$ cat src/rtl/mem_port_arbiter.sv
// Round-robin arbiter sharing one single-port memory between the CPU (requester 0)
// and the DMA/loader (requester 1), with bounded bursts and per-requester read return.
module mem_port_arbiter #(
  parameter int ADDR_W    = 5,
  parameter int DATA_W    = 8,
  parameter int MAX_BURST = 4
) (
  input  logic              clk,
  input  logic              reset,
  input  logic              cpu_req,
  input  logic              cpu_we,
  input  logic [ADDR_W-1:0] cpu_addr,
  input  logic [DATA_W-1:0] cpu_wdata,
  output logic              cpu_gnt,
  output logic              cpu_rvalid,
  output logic [DATA_W-1:0] cpu_rdata,
  input  logic              dma_req,
  input  logic              dma_we,
  input  logic [ADDR_W-1:0] dma_addr,
  input  logic [DATA_W-1:0] dma_wdata,
  output logic              dma_gnt,
  output logic              dma_rvalid,
  output logic [DATA_W-1:0] dma_rdata,
  output logic              mem_en,
  output logic              mem_we,
  output logic [ADDR_W-1:0] mem_addr,
  output logic [DATA_W-1:0] mem_wdata,
  input  logic [DATA_W-1:0] mem_rdata,
  output logic [7:0]        conflict_cnt
);

  localparam logic [3:0] BURST_LIM = 4'(MAX_BURST);

  logic       owner_reg, owner_next;
  logic [3:0] burst_reg, burst_next;
  logic       rd_pend_reg, rd_pend_next;
  logic       rd_who_reg, rd_who_next;
  logic [7:0] conflict_reg, conflict_next;

  logic       both_req;
  logic       keep_owner;
  logic [1:0] rvalid_vec;
  logic [DATA_W-1:0] rdata_vec [2];

  assign both_req = cpu_req & dma_req;

  // burst==0 only occurs straight after reset: no streak is held yet, so the
  // non-owner (the CPU) takes the first contention.
  assign keep_owner = (burst_reg != 4'd0) && (burst_reg < BURST_LIM);

  always_comb begin
    cpu_gnt = 1'b0;
    dma_gnt = 1'b0;
    if (!reset) begin
      if (both_req) begin
        if (keep_owner) begin
          cpu_gnt = ~owner_reg;
          dma_gnt = owner_reg;
        end else begin
          cpu_gnt = owner_reg;
          dma_gnt = ~owner_reg;
        end
      end else begin
        cpu_gnt = cpu_req;
        dma_gnt = dma_req;
      end
    end
  end

  always_comb begin
    mem_en    = cpu_gnt | dma_gnt;
    mem_we    = 1'b0;
    mem_addr  = '0;
    mem_wdata = '0;
    if (cpu_gnt) begin
      mem_we    = cpu_we;
      mem_addr  = cpu_addr;
      mem_wdata = cpu_wdata;
    end else if (dma_gnt) begin
      mem_we    = dma_we;
      mem_addr  = dma_addr;
      mem_wdata = dma_wdata;
    end
  end

  always_comb begin
    owner_next    = owner_reg;
    burst_next    = burst_reg;
    rd_pend_next  = mem_en & ~mem_we;
    rd_who_next   = dma_gnt;
    conflict_next = conflict_reg;
    if (mem_en) begin
      if (dma_gnt == owner_reg) begin
        burst_next = (burst_reg == 4'hF) ? 4'hF : burst_reg + 4'd1;
      end else begin
        owner_next = dma_gnt;
        burst_next = 4'd1;
      end
    end
    if (both_req && conflict_reg != 8'hFF) begin
      conflict_next = conflict_reg + 8'd1;
    end
  end

  always_ff @(posedge clk) begin
    if (reset) begin
      owner_reg    <= 1'b1;
      burst_reg    <= 4'd0;
      rd_pend_reg  <= 1'b0;
      rd_who_reg   <= 1'b0;
      conflict_reg <= 8'd0;
    end else begin
      owner_reg    <= owner_next;
      burst_reg    <= burst_next;
      rd_pend_reg  <= rd_pend_next;
      rd_who_reg   <= rd_who_next;
      conflict_reg <= conflict_next;
    end
  end

  // Gating with reset drops a read return that collides with a reset cycle.
  for (genvar gi = 0; gi < 2; gi++) begin : g_ret
    assign rvalid_vec[gi] = rd_pend_reg & (rd_who_reg == 1'(gi)) & ~reset;
    assign rdata_vec[gi]  = rvalid_vec[gi] ? mem_rdata : '0;
  end

  assign cpu_rvalid   = rvalid_vec[0];
  assign dma_rvalid   = rvalid_vec[1];
  assign cpu_rdata    = rdata_vec[0];
  assign dma_rdata    = rdata_vec[1];
  assign conflict_cnt = conflict_reg;

endmodule

$ cat config.mk
export PLATFORM = sky130hd
export DESIGN_NAME = mem_port_arbiter
export DESIGN_NICKNAME = d
export VERILOG_FILES = /design/src/rtl/mem_port_arbiter.sv
export SDC_FILE = /design/constraint.sdc
export NUM_CORES = 1
export LEC_CHECK = 0
export ABC_AREA = 1
export CORE_MARGIN = 2
export CORE_UTILIZATION = 31
export CTS_CLUSTER_DIAMETER = 40
export DETAILED_ROUTE_END_ITERATION = 8
export PLACE_DENSITY = 0.75
export SYNTH_ARGS = -nofsm -noshare
export SYNTH_HDL_FRONTEND = slang
export SYNTH_SLANG_ARGS = --single-unit
$ cat constraint.sdc
create_clock -name clk -period 1.3 [get_ports clk]
set_input_delay 0.13 -clock clk [delete_from_list [all_inputs] [get_ports clk]]
set_output_delay 0.13 -clock clk [all_outputs]
set_load 0.02 [all_outputs]
==> summary.md, run 1 <==
| Metric | Value |
|---|---|
| Run status | complete, but fails checks |
| Failing checks | setup timing |
| Most common cell after layout, fill and taps aside | buf_6 |
| Worst r2r dst | rd_pend_reg |
| CTS tree | yes |
| First-pass GRT wire length | just under 7000 um |
| Critical path startpoint category | flop |
| Nets | ~360 |
| Post-Syn Area per Cell | between 5 and 6 um^2 |
| Port Buffers | just over 80 |
| Worst-Margin Slew | 0.4454 ns |
| Antenna violations before repair | 0 |
| TritonRoute pass-1 iters | 4 |
| Remaining DRCs | 0 |
| R2R setup slack | -0.38 ns |
| Vias in the first global route | 1479 |
| Fin crit period | 1.927 ns |
| CTS sink count | 15 |
| Gr ovfl total | 0 |
| Sw Share | 36.49% |
| Worst Hold Class | input pin to flop |
| Switching power | between 0.5 and 0.6 mW |
| Hold Startpoint | reset |
| Core Box Area | ~3400 um^2 |
| Filler cells | about 170 |
| Root Driver | clkbuf_4 |
| Placed Instance Area | between 2000 and 2500 um^2 |
| Async set-reset flop share out of synthesis | 0% |
| Max_cap viols | 0 |
| Synthesized Nets | approximately 230 |
| Endpoints failing setup | between 40 and 50 |
| Htree depth | 1 |
| Part of the cycle the worst path needs | 148.2% |
| Area growth syn-to-layout | 159.0% |
| Comb pwr share | 50.8% |
| Die area | around 4100 um^2 |
| Part of the Yosys area used for sequential elements | 27.18% |
| Metal-1 WL | 2154 um |
| Share of layout cells above drive strength 1 | a little over half |
| Cells after Synth | 190 |
| Chip Height | 63.70 um |
| Design area | 2861 um^2 |
| Skew-Pair Late Insertion Delay | 0.30 ns |
| Dpl hpwl | ~3200 um |
| Setup TNS | -13.82 ns |
| WL final | 5173 um |
| Via count | 1722 |
| Max reg flops | 8 |
| RSZ-0062 raised after global routing | yes |
| Initial DRC count | between 70 and 80 |
| DR WL/cell | ~14 um |
| GPL Wtd Cong | about 0.77 |
| Dpl cells | around 340 |
| Worst VDD drop | around 420 uV |
| DR top layer | met4 |
| Initial core utilization | approximately 33% |
| Lkg Pwr | between 1 and 1.5 nW |
| Final Skew | between 0.01 and 0.015 ns |
| Commonest non-fill, non-tap cells in the layout | 44 x buf_6, 37 x clkdlybuf4s50_1, 31 x buf_4, 29 x nand2_1, 25 x inv_1 |
| Die Wd | ~64 um |
| Seq cells post-synth | 15 |
| Final Hold Viols | 0 |
| IO Pins | 83 |
| Headroom to the max-slew limit | around 70% |
| Crit Path Max Fanout | 3 |
| Critical Path AT | 1.80 ns |
| Vias per Instance | 4.783 |
| Reg clk slew, reported paths | ~0.10 ns |
| Worst Hold End | conflict_cnt[4] |
| Met2 WL | around 2500 um |
| Final Core Density | a little over four fifths |
| CTS buffer count | 3 |
| N_diodes | 0 |
| Worst r2r path cells | 13 |
| Pint | 1.007 mW |
| Seq pwr share | a little under a third |
| CTS Hold Bufs | 0 |
| Fmax | 0.5190 GHz |
| Cell area power density | ~550 nW/um^2 |
| Synthesized cell area | around 1100 um^2 |
| Largest net degree at the start of global routing | 16 |
| Part of the power in the clock network | 17.6% |
| Post-route ant nets | 0 |
| Synth Warn # | 0 |
| Pre-CTS setup slack | -0.8795 ns |
| Yosys cell types | 22 |
| Worst r2r src | burst_reg[0] |
| EDFF count, synth | 0 |
| Predominant post-synthesis flop cell | dfxtp_1 |
| Post-Layout Cell Count | 360 |
| Max Slew Vio Count | 0 |
| Hold Crit Depth | 3 |
| All-Layer GR Usage | between 20% and 30% |
| WP data required | 1.17 ns |
| Setup ws final | -0.6269 ns |
| Crit path capture type | primary output |
| # rows | 21 |
| Pwr Total | roughly 1.6 mW |
| WL met3 | 327 um |
| CTS max path bufs | 2 |
| Hold slack | between 0.2 and 0.3 ns |
| CP Class | flop to primary output |
## cells in the mapped netlist (2+ instances only)
cell	n	share of area (%)
a21oi_4	2	2.9
a21oi_1	12	5.4
o21ai_0	9	4.1
buf_2	2	0.91
dfxtp_1	15	27
nand3_1	11	5.0
inv_2	2	0.68
nor2_1	23	7.8
ha_1	3	3.4
nand2_1	62	21
buf_6	2	2.0
inv_1	33	11
nor3_1	5	2.3
## power groups by stage
stage	logic, mW	clock network (mW)	registers, mW
6_report	0.805	0.279	0.501
4_1_cts	0.686	0.291	0.499
3_5_place_dp	0.641	0	0.505
2_1_floorplan	0.302	0	0.515
3_3_place_gp	0.635	0	0.505
5_1_grt	0.858	0.307	0.504
## critical path, stage by stage (launching register included)
cell and delay (ns):
dfxtp_2 0.34, inv_2 0.05, ha_4 0.15, inv_4 0.05, nand2_2 0.05, nand2_2 0.10
nand3_4 0.10, a21oi_4 0.24, buf_4 0.16, nand2_1 0.05, nand2_2 0.07, buf_4 0.14
## how the worst max path moves through the flow
stage / from / endpoint / slack, ns / cells after the start
floorplan: burst_reg[0] / mem_addr[0] / -0.19 / 10
global placement: dma_req / mem_wdata[5] / -0.84 / 9
detailed placement: dma_req / mem_addr[4] / -0.88 / 9
CTS: burst_reg[0] / mem_addr[2] / -0.55 / 11
global route: burst_reg[0] / mem_we / -0.69 / 11
finish: burst_reg[0] / mem_we / -0.63 / 11
## final cells by class
type / instances / area (um^2) / share of cell area, %
Clock inverter: 1 / 5.005 / 0.1749
Multi-Input combinational cell: 135 / 1086 / 37.95
Tap cell: 46 / 57.56 / 2.011
Inverter: 36 / 168.9 / 5.903
Clock buffer: 3 / 22.52 / 0.7871
Sequential cell: 15 / 309.0 / 10.80
Timing Repair Buffer: 124 / 1212 / 42.37
## logic make-up after synthesis
| kind of cell | after synthesis | synth area share, % |
|---|---|---|
| flip-flops | 15 | 27.18 |
| buffers and inverters | 40 | 15.18 |
| XOR/XNOR | 2 | 1.586 |
| AND/OR/NAND/NOR | 105 | 38.73 |
| AO/OA/AOI/OAI | 25 | 13.93 |
| adder cells (fa/ha/maj) | 3 | 3.398 |
## timing repair
item	in CTS	in global routing
pin swaps	19	12
resized for setup	244	65
setup buffers	5	11
endpoints found under the setup margin	55	48
gates cloned	0	0
## layer usage
metal	vias to the layer above	track usage, %
met2	77	33.29
met5	-	0
met1	798	29.19
met3	14	3.393
met4	0	7.880
li1	833	-
(Power assumes the default switching activity.)
==> run 2, diff against run 1 <==
--- a/config.mk
+++ b/config.mk
@@ -6,7 +6,6 @@
 export NUM_CORES = 1
 export LEC_CHECK = 0
 export ABC_AREA = 1
-export CORE_MARGIN = 2
 export CORE_UTILIZATION = 31
 export CTS_CLUSTER_DIAMETER = 40
 export DETAILED_ROUTE_END_ITERATION = 8
==> run 2 against run 1 <==
The run still ends with setup timing left. Critical path type unchanged. Worst setup slack gained 0.018 ns. Hold slack better by 0.056 ns. Count of clock-buffer cells in the layout stayed put. Final cell count grew 1.9%. Die area shrank 6.2%. Critical endpoint is now mem_wdata[1]. Global-route usage is 4.3 points higher. Non-clock buffer count rose by 6. Clock power up 6%.
==> summary.md, run 2 (same netlist as run 1, synthesis figures left out) <==
| Metric | Value |
|---|---|
| Cell area power density | 558.0 nW/um^2 (+0.72%) |
| Area growth syn-to-layout | 165.0% |
| CP Class | flop to primary output |
| Post-route ant nets | 0 (unchanged) |
| Fmax | 0.5237 GHz (+0.92%) |
| Antenna violations before repair | 0 (unchanged) |
| Core Box Area | 3363 um^2 (-0.78%) |
| Critical Path AT | 1.78 ns (-0.02 ns) |
| GPL Wtd Cong | 0.7659 (-0.80%) |
| Dpl hpwl | 3381 um (+7.1%) |
| Gr ovfl total | 0 (unchanged) |
| Final Hold Viols | 0 (unchanged) |
| Remaining DRCs | 0 (unchanged) |
| Top delay family on crit path | buffers and inverters |
| Die Wd | 61.70 um (-3.1%) |
| Failing checks | setup timing |
| Skew-Pair Late Insertion Delay | 0.30 ns (about the same) |
| CTS sink count | 15 (unchanged) |
| Lkg Pwr | 1.402 nW (+3.2%) |
| Setup ws final | -0.6094 ns (+0.01757 ns) |
| # rows | 21 (unchanged) |
| Endpoints failing setup | 48 (+6.7%) |
| CTS tree | yes |
| Pwr Total | 1.634 mW (+3.1%) |
| All-Layer GR Usage | 25.60% (+4.3 points) |
| DR WL/cell | 17.43 um (+21%) |
| Post-Layout Cell Count | 367 (+1.9%) |
| Headroom to the max-slew limit | 70.48% (+0.29 points) |
| Pre-CTS setup slack | -0.8922 ns (-0.01263 ns) |
| CP peak stage delay | 0.34 ns (about the same) |
| Via count | 1803 (+4.7%) |
| Critical path's most frequent cell | nand2_2 |
| Initial core utilization | 32.85% (+0.25 points) |
| Largest net degree at the start of global routing | 11 (-5) |
| Final Skew | 0.01246 ns (-0.0007206 ns) |
| Slowest-stage cell, CP | dfxtp_2 |
| Setup TNS | -15.72 ns (-1.899 ns) |
| Filler cells | 175 (+0.57%) |
| Worst Setup SP | burst_reg[1] |
| Worst Hold Class | input pin to flop |
| Design area | 2928 um^2 (+2.3%) |
| WP data required | 1.17 ns (about the same) |
| WL final | 6397 um (+24%) |
| Reg clk slew, reported paths | 0.11 ns (about the same) |
| Initial DRC count | 58 (-18%) |
| Worst VDD drop | 520.6 uV (+24%) |
| Max_cap viols | 0 (unchanged) |
| Crit Path Max Fanout | 8 (+5) |
| Worst-Margin Slew | 0.4411 ns (-0.004266 ns) |
| Met1 usage | 28.75% (-0.44 points) |
| Most common cell after layout, fill and taps aside | buf_6 |
| Crit path capture type | primary output |
| IO Pins | 83 (unchanged) |
| Root Driver | clkbuf_4 |
| Htree depth | 1 (unchanged) |
| Met2 Track Usage GR | 48.69% (+15 points) |
| Dpl cells | 341 (unchanged) |
| RSZ-0062 raised after global routing | yes |
| Worst r2r src | burst_reg[1] |
| CTS Hold Bufs | 0 (unchanged) |
| N_diodes | 0 (unchanged) |
| CP Cell Sequence | inv_2, ha_4, inv_4, nand2_2, nand2_2, nand3_4, a21oi_4, buf_8, nand2_2, nand2_2, buf_6 |
| CTS buffer count | 3 (unchanged) |
| Vias per Instance | 4.913 (+2.7%) |
| Placed Instance Area | 2381 um^2 (unchanged) |
| Fin crit period | 1.909 ns (-0.01757 ns) |
| Commonest non-fill, non-tap cells in the layout | 46 x buf_6, 38 x clkdlybuf4s50_1, 33 x buf_4, 28 x nand2_1, 26 x inv_1 |
| Critical path startpoint category | flop |
| Busiest layer in global routing | met2 |
| Met3 GRT Util | 4.141% (+0.75 points) |
| Share of layout cells above drive strength 1 | 54.83% (about the same) |
| Max Slew Vio Count | 0 (unchanged) |
| Die area | 3807 um^2 (-6.2%) |
| Max reg flops | 8 (unchanged) |
| First-pass GRT wire length | 7038 um (+1.1%) |
| Run status | complete, but fails checks |
| Nets | 365 (+2.0%) |
| Port Buffers | 82 (unchanged) |
| Hold Startpoint | reset |
| TritonRoute pass-1 iters | 4 (unchanged) |
| CTS max path bufs | 2 (unchanged) |
| WP buf/inv | 4 (unchanged) |
| Vias in the first global route | 1542 (+4.3%) |
| Part of the cycle the worst path needs | 146.9% (-1.4 points) |
| Chip Height | 61.70 um (-3.1%) |
==> run 2: cell count changes in the layout (fill, tap and decap cells not counted), moves of 2 or more <==
cell,before,now
nand3_2,4,0
inv_4,2,4
dlygate4sd2_1,9,7
buf_4,31,33
clkinv_2,2,0
buf_8,0,3
nand2_4,20,22
nand3_1,6,10
buf_6,44,46
==> run 2: routing by layer <==
layer	wire length (um)	vias to the layer above
met5	0	-
met4	253	0
met3	483	27
met2	3393	93
met1	2265	836
li1	-	847
==> run 2: power breakdown <==
group          switching [mW]  internal [mW]  leakage (nW)
registers              0.0181          0.483         0.125
logic                   0.424          0.413          1.26
clock network           0.177          0.117        0.0139
total                   0.620           1.01          1.40
==> run 2: worst paths after layout <==
check | end | slack [ns] | cells past startpoint
min reg2reg | conflict_cnt[7] | 0.51 | 2
max reg2reg | burst_reg[0] | -0.58 | 13
max | mem_wdata[1] | -0.61 | 11
min | conflict_cnt[7] | 0.35 | 3
==> run 2: area by class of cell <==
class / instances / area [um^2] / area share [%]
Sequential cell: 15 / 309.0 / 10.56
Clock buffer: 3 / 22.52 / 0.7692
Multi-Input combinational cell: 135 / 1082 / 36.97
Timing Repair inverter: 1 / 11.26 / 0.3846
Tap cell: 46 / 57.56 / 1.966
Clock inverter: 1 / 7.507 / 0.2564
Timing Repair Buffer: 130 / 1277 / 43.63
Inverter: 36 / 160.2 / 5.470
==> run 2: stage by stage <==
stage,hold slack [ns],util [%]
after global placement,0.4998,70.80
after CTS,0.3230,80.54
after detailed placement,0.5031,70.80
after global routing,0.3496,87.05
after floorplan,0.2928,-
final,0.3485,87.05
==> run 2: repair_timing <==
action / 4_1_cts / 5_1_grt
hold endpoints to repair: 0 / 0
cloned: 2 / 0
setup endpoints to repair: 52 / 50
pin swaps: 22 / 11
resized for setup: 256 / 60
setup buffers: 13 / 10
==> run 2: worst register-to-register path, cell delays in order (launching register included) <==
cell and delay [ns]:
dfxtp_2 0.34, inv_2 0.04, ha_4 0.15, inv_4 0.05
nand3_1 0.12, nand3_4 0.11, buf_4 0.16, nand2_8 0.09
buf_4 0.17, buf_4 0.13, nand2_1 0.13, nand2_1 0.09
o21ai_1 0.14, inv_1 0.05
